===== src/rtl/mem_arbiter_pkg.sv =====
// mem_arbiter_pkg: shared FSM states, memory op codes and owner encoding for the memory arbiter
package mem_arbiter_pkg;
  typedef enum logic [1:0] {IDLE, ACCESS, RESP} state_t;
  typedef enum logic {OWN_F, OWN_D} owner_t;
  localparam logic [1:0] OP_LW = 2'd0;
  localparam logic [1:0] OP_SW = 2'd1;
  localparam logic [1:0] OP_SB = 2'd3;
  function automatic logic is_store(input logic [1:0] op);
    return op == OP_SW || op == OP_SB;
  endfunction
endpackage


===== src/rtl/mem_arbiter_if.sv =====
// mem_arbiter_if: fetch, load/store and memory-side signals of the arbiter
interface mem_arbiter_if;
  logic        f_req, f_ack, d_req, d_ack, mem_read, mem_wdata_oe;
  logic [1:0]  d_op, mem_write;
  logic [31:0] f_addr, f_rdata, d_addr, d_wdata, d_rdata, mem_addr, mem_wdata, mem_rdata;
  modport slave (
    input  f_req, f_addr, d_req, d_op, d_addr, d_wdata, mem_rdata,
    output f_rdata, f_ack, d_rdata, d_ack, mem_addr, mem_read, mem_write, mem_wdata, mem_wdata_oe
  );
  modport master (
    output f_req, f_addr, d_req, d_op, d_addr, d_wdata, mem_rdata,
    input  f_rdata, f_ack, d_rdata, d_ack, mem_addr, mem_read, mem_write, mem_wdata, mem_wdata_oe
  );
endinterface


===== src/rtl/mem_arb_pick.sv =====
// mem_arb_pick: D-over-F priority, with F forced once it has been starved STARVE_LIMIT times
module mem_arb_pick #(
  parameter int STARVE_LIMIT = 4,
  parameter int SW = 3
) (
  input  logic          f_req,
  input  logic          d_req,
  input  logic [SW-1:0] starve_cnt,
  output logic          grant_f,
  output logic          grant_d
);
  assign grant_f = f_req && (!d_req || starve_cnt == SW'(STARVE_LIMIT));
  assign grant_d = d_req && !grant_f;
endmodule


===== src/rtl/mem_arbiter.sv =====
// mem_arbiter: shares one multi-cycle memory between fetch (F) and load/store (D) ports
module mem_arbiter
  import mem_arbiter_pkg::*;
#(
  parameter int ACC_CYCLES   = 3,
  parameter int STARVE_LIMIT = 4
) (
  input logic          clk,
  input logic          rst,
  mem_arbiter_if.slave bus
);
  localparam int CW = $clog2(ACC_CYCLES);
  localparam int SW = $clog2(STARVE_LIMIT + 1);
  state_t      state_q, state_d;
  owner_t      owner_q, owner_d;
  logic [CW-1:0] cnt_q, cnt_d;
  logic [SW-1:0] starve_q, starve_d;
  logic [31:0] mem_addr_q, mem_addr_d, mem_wdata_q, mem_wdata_d;
  logic [31:0] f_rdata_q, f_rdata_d, d_rdata_q, d_rdata_d;
  logic [1:0]  mem_write_q, mem_write_d, sel_op;
  logic        mem_read_q, mem_read_d, oe_q, oe_d;
  logic        f_ack_q, f_ack_d, d_ack_q, d_ack_d;
  logic        grant_f, grant_d, go, done;
  mem_arb_pick #(.STARVE_LIMIT(STARVE_LIMIT), .SW(SW)) u_pick (
    .f_req(bus.f_req), .d_req(bus.d_req), .starve_cnt(starve_q),
    .grant_f(grant_f), .grant_d(grant_d)
  );
  assign go   = state_q == IDLE && (grant_f || grant_d);
  assign done = state_q == ACCESS && cnt_q == CW'(ACC_CYCLES - 1);
  // Fetches and the reserved op both run as a plain word load
  assign sel_op = grant_d && is_store(bus.d_op) ? bus.d_op : OP_LW;
  always_comb begin
    state_d     = go ? ACCESS : done ? RESP : state_q == RESP ? IDLE : state_q;
    owner_d     = go ? (grant_d ? OWN_D : OWN_F) : owner_q;
    cnt_d       = go ? '0 : state_q == ACCESS ? cnt_q + 1'b1 : cnt_q;
    mem_addr_d  = go ? (grant_d ? bus.d_addr : bus.f_addr) : mem_addr_q;
    mem_wdata_d = go && grant_d ? bus.d_wdata : mem_wdata_q;
    mem_read_d  = go ? !is_store(sel_op) : done ? 1'b0 : mem_read_q;
    mem_write_d = go ? sel_op : done ? 2'd0 : mem_write_q;
    oe_d        = go ? is_store(sel_op) : done ? 1'b0 : oe_q;
    f_rdata_d   = done && mem_read_q && owner_q == OWN_F ? bus.mem_rdata : f_rdata_q;
    d_rdata_d   = done && mem_read_q && owner_q == OWN_D ? bus.mem_rdata : d_rdata_q;
    f_ack_d     = done && owner_q == OWN_F;
    d_ack_d     = done && owner_q == OWN_D;
    starve_d    = !bus.f_req || (go && grant_f) ? '0 :
                  go && starve_q != SW'(STARVE_LIMIT) ? starve_q + 1'b1 : starve_q;
  end
  always_ff @(posedge clk) begin
    if (rst) begin
      state_q     <= IDLE;
      owner_q     <= OWN_F;
      cnt_q       <= '0;
      starve_q    <= '0;
      mem_addr_q  <= '0;
      mem_wdata_q <= '0;
      mem_read_q  <= 1'b0;
      mem_write_q <= 2'd0;
      oe_q        <= 1'b0;
      f_rdata_q   <= '0;
      d_rdata_q   <= '0;
      f_ack_q     <= 1'b0;
      d_ack_q     <= 1'b0;
    end else begin
      state_q     <= state_d;
      owner_q     <= owner_d;
      cnt_q       <= cnt_d;
      starve_q    <= starve_d;
      mem_addr_q  <= mem_addr_d;
      mem_wdata_q <= mem_wdata_d;
      mem_read_q  <= mem_read_d;
      mem_write_q <= mem_write_d;
      oe_q        <= oe_d;
      f_rdata_q   <= f_rdata_d;
      d_rdata_q   <= d_rdata_d;
      f_ack_q     <= f_ack_d;
      d_ack_q     <= d_ack_d;
    end
  end
  assign bus.mem_addr     = mem_addr_q;
  assign bus.mem_wdata    = mem_wdata_q;
  assign bus.mem_read     = mem_read_q;
  assign bus.mem_write    = mem_write_q;
  assign bus.mem_wdata_oe = oe_q;
  assign bus.f_rdata      = f_rdata_q;
  assign bus.d_rdata      = d_rdata_q;
  assign bus.f_ack        = f_ack_q;
  assign bus.d_ack        = d_ack_q;
endmodule


===== src/flat_wrapper.sv =====
// flat-port wrapper written by rule: the top's interface ports become plain ports
module mem_arbiter_flat import mem_arbiter_pkg::*;
#(
  parameter int ACC_CYCLES   = 3,
  parameter int STARVE_LIMIT = 4
)
  (clk, rst, bus_f_req, bus_f_addr, bus_d_req, bus_d_op, bus_d_addr, bus_d_wdata, bus_mem_rdata, bus_f_rdata, bus_f_ack, bus_d_rdata, bus_d_ack, bus_mem_addr, bus_mem_read, bus_mem_write, bus_mem_wdata, bus_mem_wdata_oe);
  mem_arbiter_if bus_i ();
  input logic clk;
  input logic rst;
  input wire logic [$bits(bus_i.f_req)-1:0] bus_f_req;
  input wire logic [$bits(bus_i.f_addr)-1:0] bus_f_addr;
  input wire logic [$bits(bus_i.d_req)-1:0] bus_d_req;
  input wire logic [$bits(bus_i.d_op)-1:0] bus_d_op;
  input wire logic [$bits(bus_i.d_addr)-1:0] bus_d_addr;
  input wire logic [$bits(bus_i.d_wdata)-1:0] bus_d_wdata;
  input wire logic [$bits(bus_i.mem_rdata)-1:0] bus_mem_rdata;
  output wire logic [$bits(bus_i.f_rdata)-1:0] bus_f_rdata;
  output wire logic [$bits(bus_i.f_ack)-1:0] bus_f_ack;
  output wire logic [$bits(bus_i.d_rdata)-1:0] bus_d_rdata;
  output wire logic [$bits(bus_i.d_ack)-1:0] bus_d_ack;
  output wire logic [$bits(bus_i.mem_addr)-1:0] bus_mem_addr;
  output wire logic [$bits(bus_i.mem_read)-1:0] bus_mem_read;
  output wire logic [$bits(bus_i.mem_write)-1:0] bus_mem_write;
  output wire logic [$bits(bus_i.mem_wdata)-1:0] bus_mem_wdata;
  output wire logic [$bits(bus_i.mem_wdata_oe)-1:0] bus_mem_wdata_oe;
  assign bus_i.f_req = bus_f_req;
  assign bus_i.f_addr = bus_f_addr;
  assign bus_i.d_req = bus_d_req;
  assign bus_i.d_op = bus_d_op;
  assign bus_i.d_addr = bus_d_addr;
  assign bus_i.d_wdata = bus_d_wdata;
  assign bus_i.mem_rdata = bus_mem_rdata;
  assign bus_f_rdata = bus_i.f_rdata;
  assign bus_f_ack = bus_i.f_ack;
  assign bus_d_rdata = bus_i.d_rdata;
  assign bus_d_ack = bus_i.d_ack;
  assign bus_mem_addr = bus_i.mem_addr;
  assign bus_mem_read = bus_i.mem_read;
  assign bus_mem_write = bus_i.mem_write;
  assign bus_mem_wdata = bus_i.mem_wdata;
  assign bus_mem_wdata_oe = bus_i.mem_wdata_oe;
  mem_arbiter #(.ACC_CYCLES(ACC_CYCLES), .STARVE_LIMIT(STARVE_LIMIT)) u_core (.clk(clk), .rst(rst), .bus(bus_i));
endmodule

===== config.mk =====
export PLATFORM = sky130hd
export DESIGN_NAME = mem_arbiter_flat
export DESIGN_NICKNAME = d
export VERILOG_FILES = /design/src/rtl/mem_arbiter_pkg.sv /design/src/rtl/mem_arbiter_if.sv /design/src/rtl/mem_arb_pick.sv /design/src/rtl/mem_arbiter.sv /design/src/flat_wrapper.sv
export SDC_FILE = /design/constraint.sdc
export NUM_CORES = 1
export LEC_CHECK = 0
export BUFFER_PORTS_ARGS = -buffer_cell sky130_fd_sc_hd__buf_4
export CORE_MARGIN = 4
export CORE_UTILIZATION = 25
export DETAILED_ROUTE_END_ITERATION = 10
export HOLD_SLACK_MARGIN = 0.05
export PLACE_DENSITY = 0.54
export SLEW_MARGIN = 10
export SYNTH_ARGS = -nofsm -noshare
export SYNTH_HDL_FRONTEND = slang
export SYNTH_SLANG_ARGS = --single-unit

===== constraint.sdc =====
create_clock -name clk -period 1.5 [get_ports clk]
set_clock_uncertainty 0.05 [all_clocks]
set_input_delay 0.075 -clock clk [delete_from_list [all_inputs] [get_ports clk]]
set_output_delay 0.075 -clock clk [all_outputs]
set_load 0.02 [all_outputs]

* Word level (Yosys, flattened, before mapping)
Cells that the tools add are included.
** Storage, ports and cells
- Output and inout bits :: 134
- Logic and storage cells :: 65
- Bits of input ports :: 134
- Bits in registers :: 142
** Cells by class
- Bitwise logic cells :: 1
- Reductions and logical operators :: 28
- Equality and inequality tests :: 9
- Multiplexer cells :: 11
- Add/subtract/negate cells :: 2
** Operators by type and width (number)
- 2-to-1 mux 32 bit :: 1
- logical AND 1 bit :: 13
- 2-to-1 mux 2 bit :: 5
- equality test 2 bit, second input constant :: 4
- equality test 2 x 1 -> 1 bit, second input constant :: 3
- logical OR 1 bit :: 5
- 2-to-1 mux 1 bit :: 5
- zero test 1 bit :: 4
- nonzero test 2 bit :: 2
- OR reduction 2 bit :: 2
- adder 3 x 1 -> 3 bit, second input constant :: 1
- equality test 3 bit, second input constant :: 1
- != test 3 bit, second input constant :: 1
- nonzero test 3 bit :: 1
- adder 2 x 1 -> 2 bit, second input constant :: 1
- zero test 2 bit :: 1
- NOT 1 bit :: 1

* Depth between registers and ports, before layout
- Depth in word-level cells :: 11
- Gate-level depth with buffers :: 7
- Depth with buffers taken out :: 5

* Modules after synthesis
A second synthesis with hierarchy kept.
** Unflattened totals
- Cells, all modules :: 598
- Area, all modules :: 5875.6 µm²
** By module, submodules not included
- mem_arbiter :: area an instance 5850.6 µm², sequential area each 2822.7 µm², cells an instance 594, times used 1
- mem_arb_pick :: area an instance 25.0 µm², sequential area each 0.0 µm², cells an instance 4, times used 1

* Worst setup path before layout
No wires, ideal clock.
- Path type :: flip-flop to flip-flop
- From :: register u_core.starve_q[0]
- To :: register u_core.mem_addr_q[10], in the netlist u_core.bus.mem_addr[10]
- Setup slack :: -0.153 ns
- Required time :: 1.309 ns
- Arrival time :: 1.462 ns
- Buffers on the path :: 2
- Stages on the path, launching flop included :: 8
- Period minus slack after synthesis :: 1.653 ns
- Cells stage by stage :: dfxtp_1 -> inv_1 -> ha_1 -> nand3_1 -> and2_1 -> clkbuf_1 -> clkbuf_1 -> o221ai_1
** On the way
- Cells in the longest elaborated chain, start to end :: 7
- Elaborated cells on any way between the ends :: 8
- Those cells by class :: 1 x eq/ne; 1 x mux; 6 x reduce/logical
** RTL lines
- start, declared :: RTL line mem_arbiter.sv:17 : logic [SW-1:0] starve_q, starve_d;
- start signal, assigned :: RTL line mem_arbiter.sv:67 : starve_q <= starve_d;
- equality test 3 bit (*) :: RTL line mem_arb_pick.sv:12 : assign grant_f = f_req && (!d_req || starve_cnt == SW'(STARVE_LIMIT));
- logical OR 1 bit (*) :: RTL line mem_arb_pick.sv:12
- logical AND 1 bit (*) :: RTL line mem_arb_pick.sv:12
- zero test 1 bit :: RTL line mem_arb_pick.sv:13 : assign grant_d = d_req && !grant_f;
- logical AND 1 bit :: RTL line mem_arb_pick.sv:13
- logical OR 1 bit :: RTL line mem_arbiter.sv:28 : assign go = state_q == IDLE && (grant_f || grant_d);
- logical AND 1 bit :: RTL line mem_arbiter.sv:28
- end signal, assigned :: RTL line mem_arbiter.sv:68 : mem_addr_q <= mem_addr_d;
- end, declared :: RTL line mem_arbiter.sv:18 : logic [31:0] mem_addr_q, mem_addr_d, mem_wdata_q, mem_wdata_d;
Mark *: on every way between the ends. The rest lies on a longest branch, timed or not.
A chain may end at the register's enable or synchronous reset.

* Worst setup path in the final report
- From :: register u_core.state_q[1]
- To :: register u_core.d_rdata_q[6], in the netlist u_core.bus.d_rdata[6]
** On the way
- Cells in the longest elaborated chain, start to end :: 4
** RTL lines
- start, declared :: RTL line mem_arbiter.sv:14 : state_t state_q, state_d;
- start signal, assigned :: RTL line mem_arbiter.sv:64 : state_q <= state_d;
- equality test 2 x 1 -> 1 bit :: RTL line mem_arbiter.sv:29 : assign done = state_q == ACCESS && cnt_q == CW'(ACC_CYCLES - 1);
- logical AND 1 bit :: RTL line mem_arbiter.sv:29
- logical AND 1 bit (2 in series) :: RTL line mem_arbiter.sv:42 : d_rdata_d = done && mem_read_q && owner_q == OWN_D ? bus.mem_rdata : d_rdata_q;
- end signal, assigned :: RTL line mem_arbiter.sv:74 : d_rdata_q <= d_rdata_d;
- end, declared :: RTL line mem_arbiter.sv:19 : logic [31:0] f_rdata_q, f_rdata_d, d_rdata_q, d_rdata_d;
No other way between the ends.

==> results.py <==
metrics = {
    "run_status": {
        "status": "finished, violations left",
        "violations": "negative setup slack",
    },
    "logic_synthesis": {
        "ys_ff_latch": 141,
        "synth_area_per_cell_um2": 8.21,
        "yosys-top-cells-count": "141 x dfxtp_1, 101 x a21oi_1, 98 x nand3_1, 98 x o21ai_0, 67 x nand4_1",
        "synth_cell_type_count": 40,
        "syn_area_mm2": 0.00603,
        "yosysMostFrequentCell": "dfxtp_1",
        "syn-num-nets": 871,
        "synthCells": 734,
        "synthFlopType": "dfxtp_1",
        "synth_area_leaders": "dfxtp_1 47%, a21oi_1 8.4%, nand3_1 8.1%, o21ai_0 8.1%, nand4_1 7.0%",
        "async_flop_share_pct": 0,
        "synth_seq_area_share_pct": 46.8,
        "post-synth-top-area-cell": "dfxtp_1",
        "yosysWarnings": 0,
        "synth_top_area_share_pct": 46.8,
        "synth_edf_count": 0,
    },
    "place": {
        "dpl_cell_area_mm2": 0.00855,
        "portBuffers": 267,
        "gp_congestion": 0.743,
        "dp_cells": 1273,
        "dp_slack_ns": -0.00925,
        "dp_hpwl_um": 14300,
    },
    "setup_path": {
        "crit_type": "flip-flop to flip-flop",
        "max_stage_delay_ns": 0.47,
        "crit_path_max_fanout": 8,
        "arrival_ns": 1.83,
        "cp_data_required_time_ns": 1.80,
        "worstSetupStartpointType": "flip-flop",
        "end_kind": "flip-flop",
        "rr_worst_depth": 5,
        "startpoint": "u_core.state_q[1]",
        "r2r-start": "u_core.state_q[1]",
        "crit_path_top_delay_cell": "and4b_4",
        "rr_endpoint": "u_core.bus.d_rdata[6]",
        "setup.reg_to_reg.worst_slack_ns": -0.03,
        "crit_path_end": "u_core.bus.d_rdata[6]",
        "crit_chain": "buf_6, and4b_4, clkbuf_16, nand3_2, a21oi_2",
    },
    "sta": {
        "worst_pin_slew_ns": 0.359,
        "finalMaxSlewViolations": 0,
        "period_share_pct": 102,
        "fin_crit_ns": 1.53,
        "setup_viol": 33,
        "fin_hold_ws_ns": 0.0781,
        "fin_ws_ns": -0.0330,
        "max_freq_mhz": 652,
        "setup_tns_ns": -0.402,
        "relSlewSlack_pct": 76.1,
        "rsz0062_at_grt": "yes",
        "timing_hold_violations_final": 0,
    },
    "die": {
        "die_w_um": 163,
        "die_y_um": 163,
        "dieArea_mm2": 0.0267,
        "core_mm2": 0.0236,
        "ioPinCount": 268,
        "rows": 56,
        "start_util_pct": 25.5,
    },
    "pwr": {
        "power.density_mw_per_mm2": 928,
        "p_leak_nw": 4.30,
        "ir_worst_vdd_uv": 640,
    },
    "layout": {
        "area_delta_synth_final_pct": 78.2,
        "diodes": 0,
        "fin_cells": 1443,
        "drive_gt1_share_pct": 35.1,
        "nets": 1248,
        "final_cell_area_mm2": 0.0107,
    },
    "detailed_routing": {
        "post_drt_wl_per_cell_um": 16.9,
        "drc": 0,
        "first_pass_iters": 4,
        "wl_um": 24400,
        "via_count": 7051,
        "drtAntennaViolNets": 0,
        "drtIter0Drc": 480,
        "routed_via_density": 4.89,
    },
    "global_route": {
        "grt_pass1_wl_um": 36100,
        "grt_use_total_pct": 16.7,
        "antenna_found_initial": 0,
        "grt_max_degree": 67,
        "grt_overflow": 0,
        "first_global_vias": 6735,
    },
    "clock_network": {
        "cts_buffers": 17,
        "clkLatencyLatePin_ns": 0.42,
        "ctsLongestPathBuffers": 2,
        "htreeDepth": 4,
        "root_buffer": "clkbuf_16",
        "clkTransAtPathRegs_ns": 0.07,
        "cts_tree": "done",
        "cts.sinks": 141,
    },
    "min_path": {
        "hold_path_class": "input port to flip-flop",
    },
    "job": {
        "max_cap_viol_count": 0,
    },
}
==> registers in the layout, indices dropped and copies added, names as in the netlist <==
| register | flops |
|---|---|
| u_core.bus.d_ack | 1 |
| u_core.bus.d_rdata | 32 |
| u_core.bus.f_ack | 1 |
| u_core.bus.f_rdata | 32 |
| u_core.bus.mem_addr | 32 |
| u_core.bus.mem_read | 1 |
| u_core.bus.mem_wdata | 32 |
| u_core.bus.mem_write | 2 |
| u_core.cnt_q | 2 |
| u_core.owner_q | 1 |
| u_core.starve_q | 3 |
| u_core.state_q | 2 |
==> placed cells by master (no fill, tap or decap), types with 16 or more instances in the layout <==
master,netlist,layout
o21ai_0,98,94
clkbuf_16,0,20
nor2b_1,33,33
buf_4,4,288
a21oi_1,101,85
nand3_1,98,83
dfxtp_1,141,136
inv_1,38,37
a21oi_2,0,16
dlygate4sd3_1,0,131
nand4_1,67,67
o221ai_1,32,32
==> metrics by stage <==
step	util [%]	power, W
3_3_place_gp	36.2	0.00567
2_1_floorplan	-	0.00486
6_report	45.5	0.00997
5_1_grt	45.5	0.0104
4_1_cts	44.2	0.0101
3_5_place_dp	36.2	0.00567
==> how the worst min path moves through the flow <==
stage / startpoint / endpoint / slack (ns) / depth (start not counted)
floorplan: bus_mem_rdata[0] / u_core.bus.d_rdata[0] / 0.17 / 2
global placement: bus_d_op[0] / u_core.bus.mem_write[0] / 0.28 / 2
detailed placement: bus_d_op[0] / u_core.bus.mem_write[0] / 0.28 / 2
CTS: bus_d_addr[22] / u_core.bus.mem_addr[22] / 0.06 / 4
global route: bus_d_addr[22] / u_core.bus.mem_addr[22] / 0.11 / 4
finish: bus_d_addr[22] / u_core.bus.mem_addr[22] / 0.08 / 4
==> area by class of cell <==
cell class / instances / area [um2]
fillers: 2309 / 12900
clock inverters: 15 / 128
flip-flops and latches: 141 / 2830
well taps: 319 / 399
multi-input cells: 467 / 2880
repair buffers: 445 / 3930
inverters: 39 / 146
clock buffers: 17 / 425
==> logic make-up after synthesis <==
logic type	Yosys count	share of synthesized area, %
AOI/OAI and AO/OA	243	22.9
xor gates and xnor gates	1	0.145
adders and majority gates	3	0.623
buffers and inverters	126	8.70
DFF	141	46.8
and+or+nand+nor	220	20.8
==> power breakdown <==
group	internal, W	switching (W)	leakage (nW)
logic	0.000959	0.000955	2.88
clock network	0.00217	0.00188	0.267
registers	0.00391	0.0000924	1.15
total	0.00704	0.00292	4.30
==> metal layers <==
layer | GRT usage [%] | vias up | wire length [um]
li1 | - | 3430 | -
met1 | 21.0 | 3374 | 10500
met2 | 27.7 | 209 | 11900
met3 | 4.49 | 38 | 1500
met4 | 5.60 | 0 | 563
met5 | 0 | - | 0
==> critical path, delay by kind of cell, from the launching register on <==
| family | cells | cell delay [ns] |
|---|---|---|
| compound gates | 1 | 0.16 |
| buf+inv | 2 | 0.35 |
| flops | 1 | 0.36 |
| simple gates | 2 | 0.55 |
==> timing repair <==
item,in CTS,in global routing
pin swaps,0,20
hold buffers,131,0
endpoints found under the hold margin,134,0
gates resized for setup,6,53
endpoints found under the setup margin,7,111
cloned,0,6
buffers inserted,0,1
No activity file was read; power rests on OpenSTA's default activity.
